## config.mk

```make
export PLATFORM = sky130hd
export DESIGN_NAME = spi_master_controller
export DESIGN_NICKNAME = d
export VERILOG_FILES = /design/src/rtl/spi_master_controller.sv
export SDC_FILE = /design/constraint.sdc
export NUM_CORES = 1
export LEC_CHECK = 0
export CAP_MARGIN = 5
export CORE_ASPECT_RATIO = 0.8
export CORE_UTILIZATION = 55
export CTS_BUF_LIST = sky130_fd_sc_hd__clkbuf_16
export DETAILED_ROUTE_END_ITERATION = 8
export GPL_TIMING_DRIVEN = 0
export MAX_ROUTING_LAYER = met4
export PLACE_DENSITY = 0.82
export SYNTH_ARGS = -nofsm -noshare
export SYNTH_HDL_FRONTEND = slang
export SYNTH_SLANG_ARGS = --single-unit
export TNS_END_PERCENT = 1
```

## constraint.sdc

```tcl
create_clock -name i_clock -period 6.8 [get_ports i_clock]
set_clock_uncertainty 0.15 [all_clocks]
set_input_delay 1.36 -clock i_clock [delete_from_list [all_inputs] [get_ports i_clock]]
set_output_delay 1.36 -clock i_clock [all_outputs]
set_load 0.05 [all_outputs]
```

## src/rtl/spi_master_controller.sv

```systemverilog
// SPI master for coprocessor slaves: mark/ack request, LSB-first packet out, response mark,
// fixed-width LSB-first result in. Sclk is the system clock, driven by the parent.
module spi_master_controller #(
  parameter int NumSlaves     = 3,
  parameter int MaxTxBits     = 40,
  parameter int RxBits        = 16,
  parameter int TimeoutCycles = 255,
  localparam int SlaveW = (NumSlaves > 1) ? $clog2(NumSlaves) : 1,
  localparam int LenW   = $clog2(MaxTxBits + 1),
  localparam int CntW   = $clog2(((MaxTxBits > RxBits) ? MaxTxBits : RxBits) + 1),
  localparam int WaitW  = (TimeoutCycles > 1) ? $clog2(TimeoutCycles) : 1
) (
  input  logic                 i_clock,
  input  logic                 i_reset,
  input  logic                 i_start,
  input  logic [SlaveW-1:0]    i_slave,
  input  logic [LenW-1:0]      i_tx_len,
  input  logic [MaxTxBits-1:0] i_tx_data,
  input  logic                 i_abort,
  output logic                 o_ready,
  output logic                 o_done,
  output logic                 o_error,
  output logic [RxBits-1:0]    o_rx_data,
  output logic [NumSlaves-1:0] o_nss,
  output logic                 o_mosi,
  input  logic                 i_miso,
  output logic [2:0]           o_dbg_state
);

  // Request handshake: i_start is a strobe taken only while o_ready=1 (no backpressure
  // queue); completion is the single-cycle o_done pulse, o_error qualifying it.
  typedef enum logic [2:0] {
    ST_IDLE      = 3'd0,
    ST_REQUEST   = 3'd1,
    ST_SHIFT_OUT = 3'd2,
    ST_AWAIT     = 3'd3,
    ST_SHIFT_IN  = 3'd4,
    ST_DONE      = 3'd5
  } state_e;

  state_e               state_q, state_d;
  logic [SlaveW-1:0]    slave_q, slave_d;
  logic [LenW-1:0]      len_q, len_d;
  logic [MaxTxBits-1:0] tx_q, tx_d;
  logic [CntW-1:0]      cnt_q, cnt_d;
  logic [WaitW-1:0]     wait_q, wait_d;
  logic [RxBits-1:0]    rx_shift_q, rx_shift_d;
  logic [RxBits-1:0]    rx_data_q, rx_data_d;
  logic                 err_q, err_d;

  logic                 illegal_req;
  logic                 active;
  logic                 wait_expired;
  logic [NumSlaves-1:0] nss_sel;

  assign illegal_req  = (int'(i_slave) >= NumSlaves) || (i_tx_len == '0) ||
                        (int'(i_tx_len) > MaxTxBits);
  assign active       = (state_q == ST_REQUEST) || (state_q == ST_SHIFT_OUT) ||
                        (state_q == ST_AWAIT) || (state_q == ST_SHIFT_IN);
  assign wait_expired = (wait_q == WaitW'(TimeoutCycles - 1));
  assign nss_sel      = ~(NumSlaves'(1) << slave_q);

  always_ff @(posedge i_clock or negedge i_reset) begin
    if (!i_reset) begin
      state_q    <= ST_IDLE;
      slave_q    <= '0;
      len_q      <= '0;
      tx_q       <= '0;
      cnt_q      <= '0;
      wait_q     <= '0;
      rx_shift_q <= '0;
      rx_data_q  <= '0;
      err_q      <= 1'b0;
    end else begin
      state_q    <= state_d;
      slave_q    <= slave_d;
      len_q      <= len_d;
      tx_q       <= tx_d;
      cnt_q      <= cnt_d;
      wait_q     <= wait_d;
      rx_shift_q <= rx_shift_d;
      rx_data_q  <= rx_data_d;
      err_q      <= err_d;
    end
  end

  always_comb begin
    state_d    = state_q;
    slave_d    = slave_q;
    len_d      = len_q;
    tx_d       = tx_q;
    cnt_d      = cnt_q;
    wait_d     = wait_q;
    rx_shift_d = rx_shift_q;
    rx_data_d  = rx_data_q;
    err_d      = err_q;

    unique case (state_q)
      ST_IDLE: begin
        if (i_start) begin
          slave_d = i_slave;
          len_d   = i_tx_len;
          tx_d    = i_tx_data;
          cnt_d   = '0;
          wait_d  = '0;
          err_d   = illegal_req;
          state_d = illegal_req ? ST_DONE : ST_REQUEST;
        end
      end
      ST_REQUEST: begin
        if (!i_miso) begin
          cnt_d   = '0;
          state_d = ST_SHIFT_OUT;
        end else if (wait_expired) begin
          err_d   = 1'b1;
          state_d = ST_DONE;
        end else begin
          wait_d = wait_q + WaitW'(1);
        end
      end
      ST_SHIFT_OUT: begin
        // The packet shifts right so the current bit is always tx_q[0].
        tx_d = tx_q >> 1;
        if (cnt_q == (CntW'(len_q) - CntW'(1))) begin
          cnt_d   = '0;
          wait_d  = '0;
          state_d = ST_AWAIT;
        end else begin
          cnt_d = cnt_q + CntW'(1);
        end
      end
      ST_AWAIT: begin
        if (i_miso) begin
          cnt_d   = '0;
          state_d = ST_SHIFT_IN;
        end else if (wait_expired) begin
          err_d   = 1'b1;
          state_d = ST_DONE;
        end else begin
          wait_d = wait_q + WaitW'(1);
        end
      end
      ST_SHIFT_IN: begin
        rx_shift_d = {i_miso, rx_shift_q[RxBits-1:1]};
        if (cnt_q == CntW'(RxBits - 1)) begin
          rx_data_d = rx_shift_d;
          state_d   = ST_DONE;
        end else begin
          cnt_d = cnt_q + CntW'(1);
        end
      end
      ST_DONE: state_d = ST_IDLE;
      default: state_d = ST_IDLE;
    endcase

    // Abort wins over any handshake or final bit seen on the same edge.
    if (active && i_abort) begin
      rx_data_d = rx_data_q;
      err_d     = 1'b1;
      state_d   = ST_DONE;
    end
  end

  always_comb begin
    o_ready = (state_q == ST_IDLE);
    o_done  = (state_q == ST_DONE);
    o_error = (state_q == ST_DONE) && err_q;
    o_nss   = '1;
    o_mosi  = 1'b0;
    unique case (state_q)
      ST_REQUEST: begin
        o_nss  = nss_sel;
        o_mosi = 1'b1;
      end
      ST_SHIFT_OUT: begin
        o_nss  = nss_sel;
        o_mosi = tx_q[0];
      end
      ST_AWAIT:    o_nss = nss_sel;
      ST_SHIFT_IN: o_nss = nss_sel;
      default: begin
        o_nss  = '1;
        o_mosi = 1'b0;
      end
    endcase
  end

  assign o_rx_data   = rx_data_q;
  assign o_dbg_state = state_q;

endmodule

```

==> reports/results.ini, run 1 <==
[yosys]
synth_nets = 535
async_flop_share = 1.000
synth_top_family_by_area = simple AND/OR/NAND/NOR gates
synth-edff-count = 0
synth_top_cells_by_area = dfrtp_1, nand2_1, mux2i_1
yosysSeqAreaShare = 0.5259
yosys-top-cells-count = nand2_1, dfrtp_1, o21ai_0
synthMostInstantiatedCell = nand2_1
synth_seq_cells = 97
yosysTopAreaCell = dfrtp_1
synth_cells = 478
syn_avg_cell_area_um2 = 9.656
yosys.area_share.simple = 0.1654
synth_ff_type = dfrtp_1
synthAdderAreaFrac = 0.01301
synth.distinct_cells = 45
yosys_warnings = 0
synth.mux.area_fraction = 0.1236
synth_compound_area_frac = 0.1225
synth-xor-area-share = 0.02277
synth.top_cell.area_share = 0.5259
mappedNetlistArea_mm2 = 0.004616

[routing]
post_drt_via_cell_ratio = 5.564
ant_nets = 0
routed_wl_um = 10360
wire_per_inst_um = 15.21
first_pass_iters = 5
via_count = 3789
drc = 0
drtIter0Drc = 207

[pwr]
combPwrFrac = 0.396
p_sw_frac = 0.3935
power_density_mw_per_mm2 = 407.0
clockPowerShare = 0.212
p_leak_nw = 2.763
peakVddDrop_mv = 0.2008
pwr-share-seq = 0.392
p_switching_uw = 937.3
power.internal_mw = 1.444

[floorplanning]
fp.coreArea_mm2 = 0.008019
io_pins = 79
die_width_um = 104.4
die_h_um = 83.94
die_area_mm2 = 0.008764
rows = 29
initial_utilization = 0.5756

[place]
placedCellCount = 665
place_hpwl_um = 7148
gp_congestion = 0.8770
io_buffers = 78

[clock_tree]
clockRootBuffer = clkbuf_16
htree_levels = 3
cts_setup_buffers = 0
cts_tree = built
cts_num_sinks = 97
cts_resized = 0
postCtsHoldBufs = 0
clk_latency_ns = 0.34
cts_buffers = 9
path_clk_slew_ns = 0.07
cts.path.max_buffers = 2

[flow_run]
cap_violations = 0

[grt]
globalRoute.totalOverflow = 0
grt_pass1_vias = 3597
grt_max_degree = 54
grt_usage = 0.2586
grt_pass1_wl_um = 17510
grt_antenna_before_repair = 0

[worst_setup_path]
arrival_ns = 2.59
cp.required_ns = 5.29
cp-end-kind = output port
worst_setup_path_start_kind = flip-flop
path_max_fanout = 10
criticalPathCategory = flip-flop to output port

[run_status]
status = completed

[sta]
hold_viol = 0
rsz0062_at_grt = no
period_needed_ns = 4.098
setup_viol = 0
worst_slew_pin_slew_ns = 1.032
hold_slack_ns = 0.3275
max_freq_mhz = 244.0
fin_setup_tns_ns = 0
maxSlewHeadroom = 0.3057
post-route-period-util = 0.6026
finalMaxSlewViolations = 0

[layout]
multiInputGateArea_mm2 = 0.002064
num-nets-final = 625
seqCellArea_mm2 = 0.002427
antenna_cells = 0
drive_gt1_frac = 0.07155
fillers = 604
syn_to_final_growth_pct = 26.78
fin_cells = 681

[min_path]
min_path_type = flip-flop to flip-flop

## sequential cells by signal (all words and copies together) (netlist names)
signal / flops
err_q: 1
len_q: 6
slave_q: 2
cnt_q: 6
o_dbg_state: 3
rx_shift_q: 15
wait_q: 8
tx_q: 40
o_rx_data: 16
## area by class of cell
| class | count | share of cell area |
|---|---|---|
| Sequential cell | 97 | 0.4148 |
| Multi-Input combinational cell | 349 | 0.3528 |
| Buffer | 24 | 0.01604 |
| Clock buffer | 9 | 0.03849 |
| Clock inverter | 7 | 0.01197 |
| Timing Repair Buffer | 79 | 0.1377 |
| Tap cell | 108 | 0.02309 |
| Inverter | 8 | 0.005131 |
## layout by cell type (no fill, tap or decap), types with 3 or more instances in the layout
cell type | Yosys | layout
nand2_1 | 117 | 117
dfrtp_1 | 97 | 97
clkdlybuf4s50_1 | 0 | 77
o21ai_0 | 53 | 53
mux2i_1 | 39 | 39
nor2_1 | 31 | 31
clkbuf_1 | 18 | 18
mux2_2 | 16 | 16
a21oi_1 | 15 | 15
inv_1 | 8 | 9
clkbuf_16 | 0 | 9
xor2_1 | 6 | 6
xnor2_1 | 6 | 6
and3_1 | 5 | 5
nand4_1 | 4 | 4
nand2b_1 | 4 | 4
o21ai_1 | 4 | 4
ha_1 | 4 | 4
buf_2 | 3 | 3
or3_1 | 3 | 3
nor3_1 | 3 | 3
nor4_1 | 3 | 3
buf_1 | 3 | 3
o31ai_1 | 3 | 3
o2111ai_1 | 3 | 3
## per-stage QoR
| step | setup WS (ns) | instance area [µm²] | power (mW) | utilization |
|---|---|---|---|---|
| after detailed placement | 3.088 | 5557 | 1.865 | 0.6929 |
| after CTS | 2.728 | 5852 | 2.386 | 0.7298 |
| after floorplan | 3.274 | 4616 | 1.588 | - |
| after global routing | 2.578 | 5852 | 2.536 | 0.7298 |
| after global placement | 0.6966 | 5532 | 1.824 | 0.6898 |
| final | 2.702 | 5852 | 2.382 | 0.7298 |
## worst max-delay path: stages, from the launching register on
cell	delay, ns
dfrtp_1	0.43
clkbuf_1	0.36
clkbuf_1	0.41
and3_1	0.25
clkdlybuf4s50_1	0.80
## worst paths after layout
kind | cells past startpoint | slack (ns) | end | startpoint
max | 4 | 2.70 | o_done | o_dbg_state[2]
min | 1 | 0.33 | wait_q[6] | wait_q[6]
max reg2reg | 6 | 4.07 | wait_q[1] | len_q[2]
min reg2reg | 1 | 0.33 | wait_q[6] | wait_q[6]
max in group asynchronous | 2 | 4.96 | o_rx_data[1] | i_reset
min in group asynchronous | 1 | 0.88 | tx_q[22] | i_reset
## per-layer routing
| metal | vias to the layer above | wire (µm) | global-route usage |
|---|---|---|---|
| li1 | 1829 | - | - |
| met1 | 1847 | 4888 | 0.3531 |
| met2 | 105 | 4899 | 0.4016 |
| met3 | 8 | 479 | 0.05464 |
| met4 | 0 | 87 | 0.05325 |
| met5 | - | 0 | - |
## power by group through the flow
| stage | clock network [mW] | logic, mW | registers (mW) |
|---|---|---|---|
| after global routing | 0.533 | 1.04 | 0.960 |
| after detailed placement | 0 | 0.925 | 0.940 |
| after global placement | 0 | 0.893 | 0.931 |
| final | 0.505 | 0.944 | 0.933 |
| after floorplan | 0 | 0.659 | 0.928 |
| after CTS | 0.511 | 0.944 | 0.930 |
## cells by family (layout without fill, tap and decap cells)
| group | after synthesis | after routing |
|---|---|---|
| AOI/OAI and AO/OA | 96 | 96 |
| xor gates and xnor gates | 12 | 12 |
| adders and majority gates | 5 | 5 |
| buffers and inverters | 32 | 127 |
| DFF | 97 | 97 |
| muxes | 55 | 55 |
| and+or+nand+nor | 181 | 181 |
(Power assumes the default switching activity.)
==> inputs of run 2 (changes only) <==
--- a/config.mk
+++ b/config.mk
@@ -7,12 +7,12 @@
 export LEC_CHECK = 0
 export CAP_MARGIN = 5
 export CORE_ASPECT_RATIO = 0.8
-export CORE_UTILIZATION = 55
+export CORE_UTILIZATION = 48
 export CTS_BUF_LIST = sky130_fd_sc_hd__clkbuf_16
 export DETAILED_ROUTE_END_ITERATION = 8
 export GPL_TIMING_DRIVEN = 0
 export MAX_ROUTING_LAYER = met4
-export PLACE_DENSITY = 0.82
+export PLACE_DENSITY = 0.76
 export SYNTH_ARGS = -nofsm -noshare
 export SYNTH_HDL_FRONTEND = slang
 export SYNTH_SLANG_ARGS = --single-unit
==> constraint.sdc (replaced) <==
create_clock -name i_clock -period 3.5 [get_ports i_clock]
set_clock_uncertainty 0.15 [all_clocks]
set_input_delay 0.7 -clock i_clock [delete_from_list [all_inputs] [get_ports i_clock]]
set_output_delay 0.7 -clock i_clock [all_outputs]
set_load 0.05 [all_outputs]
==> run 2 against run 1 <==
  * The run now ends with design-rule violations left
  * Cell count increased by 1.0%
  * Total power increased by 97%
  * Core utilization decreased by 8.8 points
  * Sequential share of layout area decreased by 0.33 points
  * Sequential power increased by 94%
  * Critical path depth increased by 1
==> reports/results.ini, run 2 (synthesis results as in run 1) <==
[run_status]
status = finished with violations  ; was completed
violations = design-rule violations

[clock_tree]
path_clk_slew_ns = 0.06  ; was 0.07 ns
cts_num_sinks = 97  ; unchanged
clockRootBuffer = clkbuf_16  ; unchanged
cts_tree = built  ; unchanged
clk_latency_ns = 0.34  ; about the same
cts.path.max_buffers = 2  ; unchanged
htree_levels = 3  ; unchanged
cts_setup_buffers = 0  ; unchanged
cts_buffers = 9  ; unchanged

[grt]
grt_max_degree = 51  ; was 54
grt_pass1_wl_um = 17610  ; was 17510 µm
globalRoute.totalOverflow = 0  ; unchanged
grt_usage = 0.2236  ; was 0.2586
grt_antenna_before_repair = 0  ; unchanged
grt_pass1_vias = 3629  ; was 3597

[sta]
max_freq_mhz = 298.0
period_needed_ns = 3.356
maxSlewHeadroom = 0.2834  ; was 0.3057
finalMaxSlewViolations = 0  ; unchanged
worst_slew_pin_slew_ns = 1.065  ; was 1.032 ns
setup_viol = 0  ; unchanged
post-route-period-util = 0.9589
rsz0062_at_grt = no  ; unchanged
hold_viol = 0  ; unchanged

[pwr]
p_sw_frac = 0.3852  ; was 0.3935
power.internal_mw = 2.885  ; was 1.444 mW
combPwrFrac = 0.385  ; was 0.396
clockPowerShare = 0.229  ; was 0.212
power_density_mw_per_mm2 = 795.5  ; was 407.0 mW/mm²
p_leak_nw = 2.814  ; was 2.763 nW
p_switching_mw = 1.807  ; was 937.3 µW
pwr-share-seq = 0.386  ; was 0.392
peakVddDrop_mv = 0.2989  ; was 0.2008 mV

[layout]
seqCellArea_mm2 = 0.002427  ; unchanged
antenna_cells = 0  ; unchanged
num-nets-final = 625  ; unchanged
drive_gt1_frac = 0.07330  ; was 0.07155
final_common_cell = nand2_1  ; unchanged
utilization = 0.6416  ; was 0.7298
syn_to_final_growth_pct = 27.79  ; was 26.78%
finalInstanceArea_mm2 = 0.005898  ; was 0.005852 mm²
layout_common_cells = nand2_1, dfrtp_1, clkdlybuf4s50_1, o21ai_0, mux2i_1  ; unchanged
fillers = 747  ; was 604
multiInputGateArea_mm2 = 0.002064  ; unchanged
largest_reg_flops = 40  ; unchanged
regMostFlops = tx_q  ; unchanged

[floorplanning]
die_h_um = 89.71  ; was 83.94 µm
die_width_um = 111.6  ; was 104.4 µm
rows = 31  ; was 29
initial_utilization = 0.5021  ; was 0.5756
fp.coreArea_mm2 = 0.009193  ; was 0.008019 mm²
io_pins = 79  ; unchanged
die_area_mm2 = 0.01001  ; was 0.008764 mm²

[routing]
ant_nets = 0  ; unchanged
post_drt_via_cell_ratio = 5.355  ; was 5.564
via_count = 3684  ; was 3789
first_pass_iters = 7  ; was 5
wire_per_inst_um = 14.53  ; was 15.21 µm
drtIter0Drc = 254  ; was 207
drc = 7  ; was 0
routed_wl_um = 9997  ; was 10360 µm

[worst_setup_path]
path_max_fanout = 9  ; was 10
worst_setup_path_start_kind = flip-flop  ; unchanged
criticalPathCategory = flip-flop to output port  ; unchanged
cp-end-kind = output port  ; unchanged
cp.required_ns = 2.65  ; was 5.29 ns
arrival_ns = 2.51  ; was 2.59 ns

[flow_run]
cap_violations = 0  ; unchanged

[place]
dpl-instance-area_mm2 = 0.005565  ; was 0.005557 mm²
gp_congestion = 0.8271  ; was 0.8770
io_buffers = 78  ; unchanged
place_hpwl_um = 7246  ; was 7148 µm

[min_path]
min_path_type = primary input to asynchronous set/reset pin  ; was flip-flop to flip-flop

-- run 2: cell types whose count changed in the layout (fill, tap and decap cells not counted), sizes merged --
cell and change:
inv +1, clkdlybuf4s50 -2, clkinvlp -1, bufinv +1, clkinv -1, dlymetal6s2s +2
-- run 2: worst paths after layout --
| path | startpoint | cells after the start | to | slack [ns] |
|---|---|---|---|---|
| setup / recovery | o_dbg_state[1] | 5 | o_nss[0] | 0.14 |
| hold / removal | i_reset | 1 | o_rx_data[0] | 0.23 |
| setup reg to reg | o_dbg_state[1] | 7 | wait_q[5] | 0.66 |
| hold reg to reg | wait_q[6] | 1 | wait_q[6] | 0.33 |
| max in group asynchronous | i_reset | 2 | len_q[3] | 2.34 |
| min in group i_clock | wait_q[6] | 1 | wait_q[6] | 0.33 |
-- run 2: metal layers --
metal	routed length, µm	track usage	vias up
met5	0	-	-
met3	383	0.04181	17
met2	4713	0.3478	80
met1	4767	0.3005	1766
met4	132	0.06306	0
li1	-	-	1821
-- run 2: critical path, cell delays in order (launching register included) --
cell and delay, ns:
dfrtp_1 0.38, buf_2 0.18, nor2_1 0.31, xor2_1 0.34, or3_1 0.18, clkdlybuf4s50_1 0.80
-- run 2: timing repair --
item,in CTS,in global routing
endpoints found under the setup margin,0,2
resized for setup,0,2
hold endpoints to repair,0,0
hold buffers,0,0
-- run 2: power groups by stage --
stage          Clock [mW]  Sequential [mW]  Combinational [mW]
2_1_floorplan           0             1.80                1.28
3_3_place_gp            0             1.81                1.74
3_5_place_dp            0             1.83                1.80
4_1_cts              1.09             1.81                1.81
5_1_grt              1.14             1.87                2.02
6_report             1.07             1.81                1.81
-- run 2: cell type report --
class / instances / share of cell area
multi-input cells: 349 / 0.3500
inverters: 8 / 0.005091
plain buffers: 24 / 0.01591
flip-flops and latches: 97 / 0.4115
well taps: 115 / 0.02440
clock inverters: 7 / 0.01739
clock buffers: 9 / 0.03818
repair buffers: 79 / 0.1375
-- run 2: metrics by stage --
| step | setup slack [ns] | hold slack, ns | std cells | power (mW) | setup TNS [ns] |
|---|---|---|---|---|---|
| 6_report | 0.1438 | 0.2263 | 688 | 4.692 | 0 |
| 5_1_grt | 0.006398 | 0.2800 | 688 | 5.029 | 0 |
| 3_3_place_gp | -1.977 | 0.3085 | 671 | 3.550 | -191.30 |
| 2_1_floorplan | 0.2379 | 0.2544 | 478 | 3.084 | 0 |
| 4_1_cts | 0.02356 | 0.2474 | 688 | 4.714 | 0 |
| 3_5_place_dp | 0.3908 | 0.3159 | 672 | 3.634 | 0 |
==> inputs of run 3 (changes only) <==
--- a/config.mk
+++ b/config.mk
@@ -9,6 +9,7 @@
 export CORE_ASPECT_RATIO = 0.8
 export CORE_UTILIZATION = 48
 export CTS_BUF_LIST = sky130_fd_sc_hd__clkbuf_16
+export CTS_CLUSTER_SIZE = 20
 export DETAILED_ROUTE_END_ITERATION = 8
 export GPL_TIMING_DRIVEN = 0
 export MAX_ROUTING_LAYER = met4
==> results of run 3 <==
Same layout as run 2: the final DEF is identical, and so are final timing and power.
